`config.mk`:
```
export PLATFORM = sky130hd
export DESIGN_NAME = pc_unit
export DESIGN_NICKNAME = d
export VERILOG_FILES = /design/src/rtl/pc_unit.sv
export SDC_FILE = /design/constraint.sdc
export NUM_CORES = 1
export LEC_CHECK = 0
export ABC_AREA = 1
export CORE_MARGIN = 2
export CORE_UTILIZATION = 43
export CTS_CLUSTER_DIAMETER = 200
export DETAILED_ROUTE_END_ITERATION = 8
export PLACE_DENSITY = 0.72
export SYNTH_ARGS = -nofsm -noshare
export SYNTH_HDL_FRONTEND = slang
export SYNTH_SLANG_ARGS = --single-unit
```
`constraint.sdc`:
```
create_clock -name CLK -period 6.7 [get_ports CLK]
set_input_delay 1.34 -clock CLK [delete_from_list [all_inputs] [get_ports CLK]]
set_output_delay 1.34 -clock CLK [all_outputs]
set_load 0.05 [all_outputs]
```
`src/rtl/pc_unit.sv`:
```
// pc_unit: program-counter stage of the single-cycle 32-bit CPU.
//
// Holds the current fetch address and presents it to instruction memory every
// cycle. The next address is chosen from the control unit's PC-source select.
// A run/halt/fault state machine stops fetch on the halt opcode or on an
// illegal target. A retired-instruction counter counts completed fetch steps.
//
// Optional feature: define PC_BOUNDS_CHECK_EN to reject targets whose 4-byte
// fetch would run past IMEM_BYTES. Without it, only misalignment faults.
//
// Parameters:
//   RESET_PC    fetch address loaded on reset
//   IMEM_BYTES  instruction-memory size in bytes (bounds check only)
//   HALT_OP     opcode that stops fetch
//
// Ports:
//   CLK        in   system clock, rising edge
//   Reset      in   synchronous active-high reset, overrides everything
//   PCWre      in   PC write enable (0 = stall)
//   PCSrc      in   next-PC select: 00 seq, 01 branch, 10 jump, 11 jump-register
//   immediate  in   signed branch offset in words
//   jaddr      in   jump target field
//   rs_data    in   jump-register target
//   op         in   opcode of the instruction at IAddr
//   IAddr      out  current PC (byte address)
//   PC4        out  IAddr + 4
//   halted     out  sticky halt flag
//   fault      out  sticky illegal-target flag
//   retired    out  completed-instruction count (wraps)
module pc_unit #(
  parameter logic [31:0] RESET_PC   = 32'h0000_0000,
  parameter int unsigned IMEM_BYTES = 64,
  parameter logic [5:0]  HALT_OP    = 6'b111111
) (
  input  logic        CLK,
  input  logic        Reset,
  input  logic        PCWre,
  input  logic [1:0]  PCSrc,
  input  logic [15:0] immediate,
  input  logic [25:0] jaddr,
  input  logic [31:0] rs_data,
  input  logic [5:0]  op,
  output logic [31:0] IAddr,
  output logic [31:0] PC4,
  output logic        halted,
  output logic        fault,
  output logic [31:0] retired
);

  // Memory must hold at least one whole, word-aligned instruction.
  if (IMEM_BYTES < 4 || (IMEM_BYTES % 4) != 0) begin : g_param_chk
    $error("pc_unit: IMEM_BYTES must be a positive multiple of 4");
  end

  typedef enum logic [1:0] {StRun, StHalt, StFault} state_e;

  state_e      state_q;
  logic [31:0] iaddr_q;
  logic [31:0] retired_q;
  logic        halted_q;
  logic        fault_q;

  logic [31:0] seq_pc;
  logic [31:0] branch_pc;
  logic [31:0] jump_pc;
  logic [31:0] target_d;
  logic        misaligned;
  logic        out_of_bounds;

  always_comb begin
    seq_pc    = iaddr_q + 32'd4;
    branch_pc = seq_pc + {{14{immediate[15]}}, immediate, 2'b00};
    jump_pc   = {seq_pc[31:28], jaddr, 2'b00};
    target_d  = seq_pc;
    unique case (PCSrc)
      2'b00:   target_d = seq_pc;
      2'b01:   target_d = branch_pc;
      2'b10:   target_d = jump_pc;
      2'b11:   target_d = rs_data;
      default: target_d = seq_pc;
    endcase
  end

  assign misaligned = |target_d[1:0];

`ifdef PC_BOUNDS_CHECK_EN
  localparam logic [31:0] LastWordAddr = 32'(IMEM_BYTES - 4);
  assign out_of_bounds = (target_d > LastWordAddr);
`else
  assign out_of_bounds = 1'b0;
`endif

  // Halt takes priority over fault; both are absorbing until Reset.
  always_ff @(posedge CLK) begin
    if (Reset) begin
      state_q   <= StRun;
      iaddr_q   <= RESET_PC;
      retired_q <= 32'd0;
      halted_q  <= 1'b0;
      fault_q   <= 1'b0;
    end else begin
      unique case (state_q)
        StRun: begin
          if (PCWre) begin
            if (op == HALT_OP) begin
              state_q  <= StHalt;
              halted_q <= 1'b1;
            end else if (misaligned || out_of_bounds) begin
              state_q <= StFault;
              fault_q <= 1'b1;
            end else begin
              iaddr_q   <= target_d;
              retired_q <= retired_q + 32'd1;
            end
          end
        end
        StHalt, StFault: begin
          state_q <= state_q;
        end
        default: begin
          state_q <= StFault;
          fault_q <= 1'b1;
        end
      endcase
    end
  end

  assign IAddr   = iaddr_q;
  assign PC4     = iaddr_q + 32'd4;
  assign halted  = halted_q;
  assign fault   = fault_q;
  assign retired = retired_q;

endmodule

```
==> results.txt <==
- The run finished with clean final reports.
- The longest clock path from root to sink contains 2 buffers.
* Wire length of the first global-routing pass: slightly above 40 mm
- The max-slew violation count was 0.
- The critical path is of the flip-flop to output port type.
* Root Buffer Master: sky130_fd_sc_hd__clkbuf_16
- Leaving out fill and tap cells, the most frequent cell in the layout is sky130_fd_sc_hd__nand2_1.
* Pre-CTS setup slack: 1.85 ns
- The die is 132 um tall.
- CP endpoint kind: output port
* Portion of synthesized cell area occupied by the leading cell type: 0.225
- Leading post-synthesis cells by cell area: sky130_fd_sc_hd__nand2_1 23%, sky130_fd_sc_hd__dfxtp_1 19%, sky130_fd_sc_hd__inv_1 9.9%
* Vias per std cell: approximately 5.3
* Depth of the CTS H-tree: 3
- In the final layout, the multi-input gates occupy approximately 4700 um2.
* Library cell with the largest summed area after synthesis: sky130_fd_sc_hd__nand2_1
- Library cells used by synthesis: 45
* Number of buffers added for setup after CTS: 0
* Input/output buffers: 182
- Critical path data required time: 5.36 ns
- For this run, the number of Yosys warnings is 0.
* Count of inserted antenna diode cells: 0
* Yosys reg bits: between 60 and 70
* Async S/R FF share, synth: 0
* Initial antenna violation count: 0
* # resized after CTS: 0
- In this run the worst path has a maximum fanout of 5.
- The floorplan step set the die width to 132 um.
* Unrepaired setup endpoints after global routing: false
* TNS Setup: 0 ns
- Final hold viol count: 0
- about 180 I/O pins were placed.
- In this run the core area contains 46 standard-cell rows.
- Worst stage delay on the critical path: around 0.93 ns
* Delay-heaviest family, CP: buffers and inverters
- Max stage delay cell, worst path: sky130_fd_sc_hd__clkdlybuf4s50_1
* Combinational power share: 0.518
- After layout, the worst setup slack is 2.08 ns.
- Number of nets still failing antenna checks after routing: 0
- Worst-skew pair later-pin latency: ~0.35 ns
* Drt first pass iters: 6
- Placed standard-cell area: ~9000 um2
* Routability congestion estimate: 1.01
- Upper clock frequency limit: about 0.22 GHz
* Share of final-layout standard cells stronger than drive strength 1: 0.0377
* Number of buffers added by the clock tree synthesis step: 9
- The die covers between 15000 and 20000 um2.
- Post-layout instance area: between 9000 and 10000 um2
- Hold buffers post-CTS: 0
* Detailed-route wire length per cell: roughly 16 um
- Fin crit share: 0.689
* All-Layer GR Usage: 0.293
- Final number of setup-violating endpoints: 0
- The worst setup path is launched from a flip-flop.
* Signal arrival time at the worst endpoint: around 3.3 ns
* Time the worst path needs with I/O delays and setup: about 4.6 ns
- Post-layout net count: 1524
* Transition at the pin with the smallest max-transition slack: around 0.84 ns
- Maximum vdd ir drop: 0.000177 V
- In this run the power spent charging and discharging nets is 0.994 mW.
* Sum of net half-perimeters after detailed placement: between 20 and 25 mm
* Worst rel slew slack: 0.441
- Number of filler instances in the final layout: ~1.6k
* Number of maximum-capacitance constraint violations: 0
* Internal power contribution: 1.14 mW
- CTS tree: yes
* Number of global-route vias before repair: ~7.6k
* Power per unit of standard cell area: 230 nW/um2
* Gate count of the mapped netlist: around 1.2k
- Residual overflow from global routing: 0
* CORE AREA: between 15000 and 20000 um2
- For this block, the routed nets add up to approximately 26 mm of wire.
- Worst path bufs/invs: 4
* DRC violation total after the first TritonRoute iteration: approximately 900
- Sequential cell area fraction in the yosys report: 0.194
- Sequential cell area: between 1000 and 1500 um2
- Worst hold-check path type: flip-flop to flip-flop
- Across all hold checks on the routed design, the worst slack comes to ~0.46 ns.
- DR vias: between 8k and 9k
- The number of nets handed over by synthesis was between 1k and 1.5k.
- Leak pwr: about 4.3 nW
- Of the total power, registers draw 0.238.
- Clock-pin slew was measured on the worst setup and hold paths at ~0.06 ns.
- The clock net in this run drives a total of 68 sinks.
- Commonest non-fill, non-tap cells in the layout: 420 x sky130_fd_sc_hd__nand2_1, 185 x sky130_fd_sc_hd__inv_1, 182 x sky130_fd_sc_hd__clkdlybuf4s50_1
- Traced cell by cell, the critical path runs through ha_1, nand2_1, inv_1, nand2_1, inv_1, nand2_2, nor2_4, inv_2, nor2_2, xor2_1, clkdlybuf4s50_1.
* Most instantiated flip-flop cell in the synthesis netlist: sky130_fd_sc_hd__dfxtp_1
- Proportion of total power due to net switching: 0.466
- Entering global routing, the biggest net connects 56 pins.
- Clock power share: 0.245
- Average instance area after synthesis: 5.66 um2
* Clock skew after layout: 0.00954 ns
* Final routed DRC violation total: 0
- Area overhead of the layout relative to synthesis: 32.5%
* EDFF count, synth: 0
* Synth Cell Area: 7000 um2
- The initial utilization of the core area, before any placement, comes to 0.441.
==> logic make-up after synthesis <==
family                     share of synthesized area
DFF                                            0.194
AOI/OAI and AO/OA                              0.132
and+or+nand+nor                                0.434
adders and majority gates                     0.0690
xor gates and xnor gates                      0.0438
buffers and inverters                          0.127
==> state kept, by name, indices dropped and copies added, names as in the netlist <==
register and count:
retired 32, halted 1, state_q 2, fault 1, IAddr 32
==> through the flow <==
stage	util	power, mW	std cells
finish	0.584	2.13	1622
global placement	0.564	1.60	1606
global route	0.584	2.26	1622
CTS	0.584	2.13	1622
floorplan	-	1.25	1236
detailed placement	0.564	1.60	1606
==> cell usage after synthesis (2+ instances only) <==
cell type                   count
sky130_fd_sc_hd__a21oi_1       84
sky130_fd_sc_hd__a221oi_1       7
sky130_fd_sc_hd__a22o_1         5
sky130_fd_sc_hd__a31oi_1        3
sky130_fd_sc_hd__buf_1          2
sky130_fd_sc_hd__buf_2          3
sky130_fd_sc_hd__buf_4          8
sky130_fd_sc_hd__buf_6          2
sky130_fd_sc_hd__clkbuf_1      17
sky130_fd_sc_hd__dfxtp_1       68
sky130_fd_sc_hd__ha_1          37
sky130_fd_sc_hd__inv_1        185
sky130_fd_sc_hd__inv_2          6
sky130_fd_sc_hd__nand2_1      420
sky130_fd_sc_hd__nand3_1       87
sky130_fd_sc_hd__nand3b_1       7
sky130_fd_sc_hd__nand4_1       27
sky130_fd_sc_hd__nor2_1       102
sky130_fd_sc_hd__nor2_2         6
sky130_fd_sc_hd__nor2_4         5
sky130_fd_sc_hd__nor3_1        31
sky130_fd_sc_hd__nor3_2         3
sky130_fd_sc_hd__nor4_1         4
sky130_fd_sc_hd__o2111ai_1      2
sky130_fd_sc_hd__o211ai_1       5
sky130_fd_sc_hd__o21a_1         5
sky130_fd_sc_hd__o21ai_0       29
sky130_fd_sc_hd__o21ai_1       12
sky130_fd_sc_hd__o21bai_1       4
sky130_fd_sc_hd__o221ai_1       3
sky130_fd_sc_hd__or2_2         10
sky130_fd_sc_hd__xnor2_1        7
sky130_fd_sc_hd__xor2_1        28
==> path summary, 6_finish.rpt <==
| path | cells after the start | startpoint | end | slack [ns] |
|---|---|---|---|---|
| setup / recovery | 11 | IAddr[3] | PC4[16] | 2.08 |
| hold / removal | 2 | state_q[0] | state_q[0] | 0.46 |
| setup reg to reg | 23 | IAddr[3] | IAddr[21] | 2.79 |
| hold reg to reg | 2 | state_q[0] | state_q[0] | 0.46 |
==> tightest hold or removal path: cells and delay by family (launching register included) <==
family | cells | cell delay, ns
buf+inv | 1 | 0.06
compound gates | 1 | 0.06
flops | 1 | 0.30
==> layout make-up <==
class	instances	share of cell area
clock buffer	9	0.0243
clock inverter	7	0.0107
inverter	192	0.0777
multi-input combinational	944	0.512
sequential	68	0.147
tap	216	0.0291
timing repair buffer	186	0.200
==> power groups by stage <==
stage | Sequential (mW) | Combinational (mW) | Clock, mW
3_5_place_dp | 0.513 | 1.09 | 0
6_report | 0.506 | 1.10 | 0.522
5_1_grt | 0.513 | 1.20 | 0.548
4_1_cts | 0.505 | 1.10 | 0.528
3_3_place_gp | 0.513 | 1.08 | 0
2_1_floorplan | 0.624 | 0.626 | 0
==> per-layer routing <==
layer / GRT usage / routed length, um / vias up
met4: 0.0930 / 809 / 0
met5: 0 / 0 / -
met1: 0.419 / 11600 / 3752
met2: 0.441 / 10800 / 443
met3: 0.0556 / 2450 / 56
li1: - / - / 4294
No activity file was read; power rests on OpenSTA's default activity.
